## config.mk

```make
export PLATFORM = sky130hd
export DESIGN_NAME = twiddle_sched_flat
export DESIGN_NICKNAME = d
export VERILOG_FILES = /design/src/rtl/twiddle_sched_if.sv /design/src/rtl/twiddle_sched.sv /design/src/flat_wrapper.sv
export SDC_FILE = /design/constraint.sdc
export NUM_CORES = 1
export LEC_CHECK = 0
export ABC_AREA = 1
export CAP_MARGIN = 20
export CORE_ASPECT_RATIO = 0.7
export CORE_MARGIN = 5
export CORE_UTILIZATION = 55
export DETAILED_ROUTE_END_ITERATION = 16
export GPL_TIMING_DRIVEN = 0
export PLACE_DENSITY_LB_ADDON = 0.3
export REMOVE_ABC_BUFFERS = 1
export SLEW_MARGIN = 15
export SYNTH_ARGS = -nofsm -noshare
export SYNTH_HDL_FRONTEND = slang
export SYNTH_SLANG_ARGS = --single-unit
```

## constraint.sdc

```tcl
create_clock -name ClkxCI -period 2.75 [get_ports ClkxCI]
set_input_delay 0.55 -clock ClkxCI [delete_from_list [all_inputs] [get_ports ClkxCI]]
set_output_delay 0.55 -clock ClkxCI [all_outputs]
set_load 0.05 [all_outputs]
```

## src/rtl/twiddle_sched_if.sv

```systemverilog
// Signal bundle between the NTT control FSM / twiddle ROM / pre-processing unit and the twiddle sequencer.
// StartxSI is a single-cycle request taken only when the sequencer is idle; TwValidxSO qualifies the unit's Out
// for exactly one cycle per word, with no back-pressure; StatexDO exposes the sequencer FSM for checkers.
interface twiddle_sched_if #(
  parameter int ADDR_W = 6
) ();
  logic              StartxSI;
  logic [2:0]        ModexDI;
  logic [ADDR_W-1:0] AddrxDO;
  logic [5:0]        PrexDO;
  logic [2:0]        ModexDO;
  logic              TwValidxSO;
  logic              TwLastxSO;
  logic              BusyxSO;
  logic              DonexSO;
  logic              ErrxSO;
  logic [1:0]        StatexDO;

  modport slave (
    input  StartxSI, ModexDI,
    output AddrxDO, PrexDO, ModexDO, TwValidxSO, TwLastxSO, BusyxSO, DonexSO, ErrxSO, StatexDO
  );

  modport master (
    output StartxSI, ModexDI,
    input  AddrxDO, PrexDO, ModexDO, TwValidxSO, TwLastxSO, BusyxSO, DonexSO, ErrxSO, StatexDO
  );
endinterface

```

## src/rtl/twiddle_sched.sv

```systemverilog
// Twiddle sequencer: walks the twiddle ROM for one NTT/INTT pass and aligns the pre mask,
// mode and output-valid flags to the ROM read latency and the unit's pipeline depth.
module twiddle_sched #(
  parameter int ADDR_W    = 6,
  parameter int NUM_WORDS = 64,
  parameter int REPEAT    = 1,
  parameter int ROM_LAT   = 1
) (
  input logic           ClkxCI,
  input logic           RstxRBI,
  twiddle_sched_if.slave bus
);

  typedef enum logic [1:0] {IDLE, RUN, DRAIN, DONE} state_e;

  // Deepest tap: ROM latency plus the INTT pipeline depth of 3.
  localparam int                MAXD      = ROM_LAT + 3;
  localparam logic [ADDR_W-1:0] WORD_LAST = ADDR_W'(NUM_WORDS - 1);
  localparam logic [3:0]        REP_LAST  = 4'(REPEAT - 1);

  state_e            state_q, state_d;
  logic [ADDR_W-1:0] addr_q, addr_d;
  logic [3:0]        rep_q, rep_d;
  logic [2:0]        mode_q, mode_d;
  logic              err_q, err_d;
  logic [MAXD:1]     vsh_q, vsh_d;
  logic [MAXD:1]     lsh_q, lsh_d;

  logic issue, word_end, final_issue, inv, pre_bit, tw_valid, tw_last;

  assign inv         = mode_q[0];
  assign issue       = (state_q == RUN);
  assign word_end    = (rep_q == REP_LAST);
  assign final_issue = issue && word_end && (inv ? (addr_q == '0) : (addr_q == WORD_LAST));

  assign vsh_d = {vsh_q[MAXD-1:1], issue};
  assign lsh_d = {lsh_q[MAXD-1:1], final_issue};

  if (ROM_LAT == 0) begin : g_pre_direct
    assign pre_bit = issue;
  end else begin : g_pre_delayed
    assign pre_bit = vsh_q[ROM_LAT];
  end

  assign tw_valid = inv ? vsh_q[ROM_LAT+3] : vsh_q[ROM_LAT+2];
  assign tw_last  = inv ? lsh_q[ROM_LAT+3] : lsh_q[ROM_LAT+2];

  always_comb begin
    state_d = state_q;
    addr_d  = addr_q;
    rep_d   = rep_q;
    mode_d  = mode_q;
    err_d   = 1'b0;
    unique case (state_q)
      IDLE: begin
        if (bus.StartxSI) begin
          if (bus.ModexDI <= 3'd1) begin
            state_d = RUN;
            mode_d  = bus.ModexDI;
            rep_d   = '0;
            addr_d  = bus.ModexDI[0] ? WORD_LAST : '0;
          end else begin
            err_d = 1'b1;
          end
        end
      end
      RUN: begin
        // Address freezes on the final issue so the ROM output stays stable while draining.
        if (final_issue) begin
          state_d = DRAIN;
          rep_d   = '0;
        end else if (word_end) begin
          rep_d  = '0;
          addr_d = inv ? (addr_q - 1'b1) : (addr_q + 1'b1);
        end else begin
          rep_d = rep_q + 1'b1;
        end
      end
      DRAIN: begin
        if (tw_last) state_d = DONE;
      end
      DONE: begin
        state_d = IDLE;
        mode_d  = '0;
      end
      default: state_d = IDLE;
    endcase
  end

  always_ff @(posedge ClkxCI or negedge RstxRBI) begin
    if (!RstxRBI) begin
      state_q <= IDLE;
      addr_q  <= '0;
      rep_q   <= '0;
      mode_q  <= '0;
      err_q   <= 1'b0;
      vsh_q   <= '0;
      lsh_q   <= '0;
    end else begin
      state_q <= state_d;
      addr_q  <= addr_d;
      rep_q   <= rep_d;
      mode_q  <= mode_d;
      err_q   <= err_d;
      vsh_q   <= vsh_d;
      lsh_q   <= lsh_d;
    end
  end

  assign bus.AddrxDO    = addr_q;
  assign bus.PrexDO     = (pre_bit && inv) ? 6'h3F : 6'h00;
  assign bus.ModexDO    = mode_q;
  assign bus.TwValidxSO = tw_valid;
  assign bus.TwLastxSO  = tw_last;
  assign bus.BusyxSO    = (state_q == RUN) || (state_q == DRAIN);
  assign bus.DonexSO    = (state_q == DONE);
  assign bus.ErrxSO     = err_q;
  assign bus.StatexDO   = state_q;

endmodule

```

## src/flat_wrapper.sv

```systemverilog
// flat-port wrapper written by rule: the top's interface ports become plain ports
module twiddle_sched_flat 
#(
  parameter int ADDR_W    = 6,
  parameter int NUM_WORDS = 64,
  parameter int REPEAT    = 1,
  parameter int ROM_LAT   = 1
)
  (ClkxCI, RstxRBI, bus_StartxSI, bus_ModexDI, bus_AddrxDO, bus_PrexDO, bus_ModexDO, bus_TwValidxSO, bus_TwLastxSO, bus_BusyxSO, bus_DonexSO, bus_ErrxSO, bus_StatexDO);
  twiddle_sched_if #(.ADDR_W(ADDR_W)) bus_i ();
  input logic ClkxCI;
  input logic RstxRBI;
  input wire logic [$bits(bus_i.StartxSI)-1:0] bus_StartxSI;
  input wire logic [$bits(bus_i.ModexDI)-1:0] bus_ModexDI;
  output wire logic [$bits(bus_i.AddrxDO)-1:0] bus_AddrxDO;
  output wire logic [$bits(bus_i.PrexDO)-1:0] bus_PrexDO;
  output wire logic [$bits(bus_i.ModexDO)-1:0] bus_ModexDO;
  output wire logic [$bits(bus_i.TwValidxSO)-1:0] bus_TwValidxSO;
  output wire logic [$bits(bus_i.TwLastxSO)-1:0] bus_TwLastxSO;
  output wire logic [$bits(bus_i.BusyxSO)-1:0] bus_BusyxSO;
  output wire logic [$bits(bus_i.DonexSO)-1:0] bus_DonexSO;
  output wire logic [$bits(bus_i.ErrxSO)-1:0] bus_ErrxSO;
  output wire logic [$bits(bus_i.StatexDO)-1:0] bus_StatexDO;
  assign bus_i.StartxSI = bus_StartxSI;
  assign bus_i.ModexDI = bus_ModexDI;
  assign bus_AddrxDO = bus_i.AddrxDO;
  assign bus_PrexDO = bus_i.PrexDO;
  assign bus_ModexDO = bus_i.ModexDO;
  assign bus_TwValidxSO = bus_i.TwValidxSO;
  assign bus_TwLastxSO = bus_i.TwLastxSO;
  assign bus_BusyxSO = bus_i.BusyxSO;
  assign bus_DonexSO = bus_i.DonexSO;
  assign bus_ErrxSO = bus_i.ErrxSO;
  assign bus_StatexDO = bus_i.StatexDO;
  twiddle_sched #(.ADDR_W(ADDR_W), .NUM_WORDS(NUM_WORDS), .REPEAT(REPEAT), .ROM_LAT(ROM_LAT)) u_core (.ClkxCI(ClkxCI), .RstxRBI(RstxRBI), .bus(bus_i));
endmodule
```

==> flow_summary.ini <==
[run_status]
status = finished, final reports clean

[timing]
period_share_pct = 91.4
worst-slew-pin-transition_ns = 0.516
slew-limit-headroom_pct = 65.5
skew_ns = 0.000425
worst_slack_ns = 0.237
setup_viol = 0
finalHoldViolCount = 0
drv_slew = 0
rsz0062_at_grt = no
fmax_mhz = 398
fin_crit_ns = 2.51

[clocking]
ctsResizeCount = 0
cts_max_level = 1
holdBufCountCts = 0
clockRootBuffer = clkbuf_8
clock_latency_ns = 0.26
path_clk_slew_ns = 0.08
cts_setup_buffers = 0
cts_tree = built
clockBufferDepth = 2
cts.sinks = 24
numCtsBuffers = 3

[die]
fp.dieW_um = 70.8
rows = 15
die_area_sq_um = 3720
fp.dieH_um = 52.6
ioPinCount = 28
start_util_pct = 57.4
core_area_sq_um = 2480

[run]
max_cap_viol_count = 0

[min_path]
hold_path.class = in -> async

[placed_design]
io_buffers = 27
post_dp_cell_area_sq_um = 1700
place_ws_ns = 0.528
gp_congestion = 0.894
dp_hpwl_mm = 2.39

[synthesis]
synthAdderAreaFrac_pct = 11.1
synth_xor_area_share_pct = 1.23
syn-cell-area_sq_um = 1420
synth_mux_area_share_pct = 0
ys_ff_latch = 24
ys_warn_count = 0
syn_inst = 176
synth-compound-area-share_pct = 7.83
synth_cell_type_count = 23
syn_avg_cell_area_sq_um = 8.08
synthSimpleGateAreaFrac_pct = 26.9
yosysSeqAreaShare_pct = 42.2
synth_top_family_by_area = simple AND/OR/NAND/NOR gates

[critical_path]
crit_required_ns = 2.20
critPathKind = reg -> out
worst_setup_path_end_kind = output pin
arrival_ns = 1.96
path_max_fanout = 11
start_kind = register

[cells_and_area]
drive_above_1_share_pct = 7.46
layout_common_cells = 49 x nand2_1, 27 x inv_1, 26 x clkdlybuf4s50_1
num-fill-cells = 200
final_common_cell = nand2_1
syn2layout_area_growth_pct = 21.9
finalInstanceArea_sq_um = 1730
multiInputGateArea_sq_um = 669
finalNetCount = 221
fin_util_pct = 70.0
register_area_sq_um = 601
diodes = 0

[route]
drc = 0
routedWlPerCell_um = 12.9
vias = 1221
viasPerCell = 5.20
drtAntennaViolNets = 0
first_pass_iters = 4
wl_mm = 3.03
drtIter0Drc = 135

[grt]
grt_max_degree = 25
antenna_found_initial = 0
grtUsageMet2_pct = 31.5
grt_pass1_wl_mm = 5.32
busiest_layer = met2
grt_pass1_vias = 1185
use_met3_pct = 5.17
use_met1_pct = 22.9
grt_remaining_overflow = 0
grt_usage_pct = 18.5
[cell usage after synthesis]
master,count,share of area (%)
dfrtp_1,24,42
nor2_4,1,0.79
nand2_4,2,1.6
xor2_1,2,1.2
nand4_1,3,1.3
nor3b_1,1,0.53
inv_2,2,0.53
inv_4,1,0.44
fa_1,1,1.4
o21ai_4,1,1.1
buf_4,5,2.6
and2_2,1,0.53
ha_1,11,9.7
nand3_1,11,3.9
inv_1,27,7.1
nor3_1,1,0.35
nand2_1,49,13
nand3_4,1,1.2
or2_2,1,0.44
nor2_1,11,2.9
nand2_2,1,0.44
a21oi_1,7,2.5
o21ai_0,12,4.2
[layout make-up]
cell class	count	area share [%]
Clock buffer	3	2.38
Multi-Input combinational cell	117	38.6
Sequential cell	24	34.6
Timing Repair Buffer	27	15.3
Inverter	30	6.64
Tap cell	34	2.45
[critical path: stages (launching register included)]
cell,delay (ns)
dfrtp_1,0.53
inv_2,0.20
nand2_1,0.09
nand2_1,0.08
clkdlybuf4s50_1,0.80
[cell families (layout without fill, tap and decap cells)]
family                     count (synthesis)  in the layout
and+or+nand+nor                           83             83
AOI/OAI and AO/OA                         20             20
DFF                                       24             24
buffers and inverters                     35             60
xor gates and xnor gates                   2              2
adders and majority gates                 12             12
[per-stage QoR]
step	TNS, ns	hold slack [ns]	std cells
final	0	0.250	235
after floorplan	-2.40	0.254	171
after global routing	0	0.296	235
after detailed placement	0	0.340	232
after CTS	0	0.358	235
after global placement	0	0.331	232
[registers in the layout, indices dropped and copies added, names as in the netlist]
register             flops
u_core.bus.ErrxSO        1
u_core.vsh_q             4
u_core.lsh_q             4
u_core.bus.StatexDO      2
u_core.bus.AddrxDO       6
u_core.bus.ModexDO       3
u_core.rep_q             4
[worst paths after layout]
kind,startpoint,end,slack [ns],cells past startpoint
hold / removal,RstxRBI,u_core.bus.ErrxSO,0.25,1
max in group asynchronous,RstxRBI,u_core.bus.AddrxDO[5],2.15,1
setup reg to reg,u_core.bus.ModexDO[0],u_core.bus.AddrxDO[4],0.89,10
hold reg to reg,u_core.lsh_q[2],u_core.lsh_q[3],0.36,0
min in group ClkxCI,u_core.lsh_q[2],u_core.lsh_q[3],0.36,0
setup / recovery,u_core.bus.ModexDO[0],bus_TwLastxSO,0.24,4
[layer usage]
layer / vias up / part of all wire [%]
met5: - / 0
met4: 0 / 1.7
met3: 9 / 6.7
met2: 35 / 46
met1: 582 / 45
li1: 595 / -
Power is not shown: default switching activity piles up to over one toggle a cycle in this logic, so the estimate is an artifact.
==> patch 1 (same settings) <==
Take the reset off `lsh_q` and load it in a clocked block of its own.
--- a/src/rtl/twiddle_sched.sv
+++ b/src/rtl/twiddle_sched.sv
@@ -96,5 +96,4 @@
       err_q   <= 1'b0;
       vsh_q   <= '0;
-      lsh_q   <= '0;
     end else begin
       state_q <= state_d;
@@ -104,6 +103,9 @@
       err_q   <= err_d;
       vsh_q   <= vsh_d;
-      lsh_q   <= lsh_d;
     end
+  end
+
+  always_ff @(posedge ClkxCI) begin
+    lsh_q <= lsh_d;
   end
 
Check against the original RTL: no difference found for any inputs over 10 cycles, from zero or initial values and one cycle with RstxRBI low; that may be too few to reach the edited logic, so the function may still have changed.
==> patch 1 against the unedited design <==
Sequential cell count is the same. Synthesized area shrank 1.4%. Worst setup slack lost 18 ps. Design area grew 0.87%. Wire length grew 1.1%. Register-to-register slack lost 50 ps. Critical endpoint is now bus_PrexDO[4]. Largest cell class unchanged.
Power is not shown: default switching activity piles up to over one toggle a cycle in this logic, so the estimate is an artifact.
==> patch 1: results (changes against the unedited design) <==
- Area taken by flip-flops and latches: 581 um^2 (-3.3%)
- GR Util met2: 0.351 (+0.0355)
- Overall global routing resource usage: 0.191 (+0.00599)
- Hold crit path type: flop to flop
- First-pass GRT wire length: 5580 um (+4.9%)
- Status: complete, no violations
- Post-synth ARST share: 0.833 (-0.167)
- Vias/cell: 5.05 (-2.8%)
- XOR/XNOR Fraction of Synth Area: 0.0125 (+0.000176)
- Sequential share of the synthesized area: 0.414 (-0.00825)
- Post-synthesis adder-cell area fraction: 0.112 (+0.00158)
- Arrival @ worst endpoint: 1980 ps (+20 ps)
- Pin count of the biggest net entering global routing: 21 (-16%)
- DRT met1 WL: 1340 um (-2.3%)
- Routed wire length: 3060 um (+1.1%)
- Met1 usage in global routing: 0.235 (+0.00602)
- Placed Instance Area: 1680 um^2 (-1.2%)
- Non-clk buf share: 0.155 (+0.00155)
- Port Buffers: 27 (unchanged)
- Top post-synthesis cells by count: 49 x nand2_1, 27 x inv_1, 20 x dfrtp_1
- Starting DRT DRC Count: 50 (-63%)
- Clock network area share: 0.0408 (+0.0170)
- Final worst clock skew: 1.12 ps (+0.694 ps)
- Synthesis-to-layout area growth: 24.7%
- Hpwl dp: 2400 um (+0.48%)
- Synth top area cells: dfrtp_1 36%, nand2_1 13%, ha_1 9.8%, inv_1 7.2%, dfxtp_1 5.7%
- Syn Area/Cell: 7.97 um^2 (-1.4%)
- Post-synthesis register bit count: 24 (unchanged)
- Synth Area in Compound Gates: 0.0794 (+0.00112)
- Layout cell share with drive strength beyond 1: 0.0743 (-0.000369)
- Met3 Track Usage GR: 0.0383 (-0.0134)
- Placer Congestion: 0.841 (-5.9%)
- Multi-input combinational area share: 0.383 (-0.00331)
- DR WL met3: 110 um (-46%)
- Vias in the first global route: 1,220 (+3.0%)
- Worst path max stage delay: 840 ps (+40 ps)
- Slew Limit Headroom: 0.410 (-0.245)
- Layout Cells excl Fill: 236 (+0.43%)
==> patch 1: cell types whose count changed after synthesis, sizes merged <==
cell   change
dfrtp      -4
dfxtp      +4
==> patch 1: metrics by stage <==
step,setup TNS [ps],setup slack (ps),util
detailed placement,0,516,0.682
CTS,0,223,0.711
global route,0,105,0.711
finish,0,219,0.711
floorplan,-2400,-401,-
global placement,0,537,0.682
==> patch 1: final timing paths <==
check,startpoint,endpoint,slack [ps],cells after the start
setup reg to reg,u_core.bus.ModexDO[0],u_core.bus.AddrxDO[4],840,10
min in group asynchronous,RstxRBI,u_core.vsh_q[1],780,1
hold reg to reg,u_core.lsh_q[1],u_core.lsh_q[2],340,0
hold / removal,u_core.lsh_q[1],u_core.lsh_q[2],340,0
setup / recovery,u_core.bus.ModexDO[0],bus_PrexDO[4],220,3
max in group asynchronous,RstxRBI,u_core.bus.AddrxDO[4],1430,1
==> patch 2 (same settings) <==
Made on the original files. `ROM_LAT` is set to 1 in 2 places; all go to 0.
--- a/src/rtl/twiddle_sched.sv
+++ b/src/rtl/twiddle_sched.sv
@@ -5,5 +5,5 @@
   parameter int NUM_WORDS = 64,
   parameter int REPEAT    = 1,
-  parameter int ROM_LAT   = 1
+  parameter int ROM_LAT   = 0
 ) (
   input logic           ClkxCI,
--- a/src/flat_wrapper.sv
+++ b/src/flat_wrapper.sv
@@ -5,5 +5,5 @@
   parameter int NUM_WORDS = 64,
   parameter int REPEAT    = 1,
-  parameter int ROM_LAT   = 1
+  parameter int ROM_LAT   = 0
 )
   (ClkxCI, RstxRBI, bus_StartxSI, bus_ModexDI, bus_AddrxDO, bus_PrexDO, bus_ModexDO, bus_TwValidxSO, bus_TwLastxSO, bus_BusyxSO, bus_DonexSO, bus_ErrxSO, bus_StatexDO);
Behaviour: not the same (Yosys sat finds a counterexample within 4 cycles, from zero or initial values and one cycle with RstxRBI low).
==> patch 2 against the unedited design <==
Synthesized area shrank 5.5%. Count of clock-buffer cells in the layout is 1 higher. Register-to-register slack got worse by 60 ps. Critical path type unchanged. Worst setup slack got worse by 75 ps. Via count is 5.2% lower. Design area shrank 4.5%. First-iteration DRC count is 56% lower. Sequential cell count is 2 lower. Core utilization decreased by 1.1 points. Global-route usage shrank 0.79 points. Synthesized cell count is 4.0% lower. Wire length down 4.4%.
Power is not shown: default switching activity piles up to over one toggle a cycle in this logic, so the estimate is an artifact.
==> patch 2: results (changes against the unedited design) <==
- Placer Congestion: 0.810 (-9.4%)
- Post_cts resized: 6 (+6)
- Layout cell share with drive strength beyond 1: 0.0923 (+0.0177)
- Overall global routing resource usage: 0.177 (-0.00789)
- Hpwl dp: 2150 um (-10%)
- Status: complete, no violations
- Met3 Track Usage GR: 0.0570 (+0.00525)
- Sink of the worst hold path: u_core.lsh_q[2]
- Pin count of the biggest net entering global routing: 23 (-8.0%)
- Vias in the first global route: 1,146 (-3.3%)
- Met2 WL: 1390 um (-0.78%)
- Final worst clock skew: 4.70 ps (+4.28 ps)
- Skew-Pair Late Insertion Delay: 300 ps (+40 ps)
- Place WS: 131 ps (-397 ps)
- Routed wire length: 2890 um (-4.4%)
- Arrival @ worst endpoint: 2040 ps (+80 ps)
- Hold crit path type: flop to flop
- Clk root buf: clkbuf_4
- Slew Limit Headroom: 0.652 (-0.00268)
- Top post-synthesis cells by count: 40 x nand2_1, 24 x inv_1, 22 x dfrtp_1
- Filler cell count: 217 (+8.5%)
- Syn Area/Cell: 7.96 um^2 (-1.5%)
- CTS clock-pin slew for the worst setup and hold paths: 120 ps (+40 ps)
- DRT met1 WL: 1270 um (-7.4%)
- Sequential share of the synthesized area: 0.409 (-0.0129)
- First-pass GRT wire length: 5020 um (-5.6%)
- H-tree lvl count: 1 (unchanged)
- DR WL met3: 205 um (+1.5%)
- Setup slack, reg-to-reg: 830 ps (-60 ps)
- Post-route setup slack: 162 ps (-74.5 ps)
- Initial DRT Pass Iterations: 5 (+1)
## patch 2: changes by cell type in the layout (fill, tap and decap cells not counted), sizes merged
cell,unedited run,this run
nand4,3,2
inv,30,28
nand3,12,13
nor2,12,16
clkbuf,3,4
nand2,52,44
dfrtp,24,22
o21ai,13,14
clkdlybuf4s50,26,21
xnor2,0,1
dlygate4sd2,0,6
a21oi,7,5
## patch 2: metrics by stage
stage	setup TNS [ps]	hold slack, ps	util	instances	cell area, um^2
floorplan	-4260	254	-	163	1300
global placement	0	335	0.671	224	1610
detailed placement	0	346	0.671	224	1610
CTS	0	376	0.683	228	1640
global route	0	377	0.689	229	1660
finish	0	372	0.689	229	1660
## patch 2: final cells by class
cell class | count | share of cell area
tap | 34 | 0.0257
sequential | 22 | 0.333
inverter | 28 | 0.0680
timing repair buffer | 28 | 0.166
clock buffer | 4 | 0.0219
multi-input combinational | 113 | 0.386
## patch 2: cells by family after synthesis
logic type               Yosys count  share of synthesized area
buffers and inverters             34                      0.117
XOR/XNOR                           3                     0.0195
AND/OR/NAND/NOR                   79                      0.266
adder cells (fa/ha/maj)           12                      0.117
AO/OA/AOI/OAI                     19                     0.0707
flip-flops                        22                      0.409
## patch 2: worst max path at each step
stage / from / end / cells after the start
detailed placement: u_core.bus.StatexDO[1] / bus_PrexDO[1] / 5
finish: u_core.bus.ModexDO[0] / bus_TwLastxSO / 4
floorplan: u_core.bus.StatexDO[1] / bus_PrexDO[0] / 4
global route: u_core.bus.StatexDO[1] / bus_PrexDO[3] / 5
CTS: u_core.bus.StatexDO[1] / bus_PrexDO[1] / 5
global placement: u_core.bus.StatexDO[1] / bus_PrexDO[4] / 5
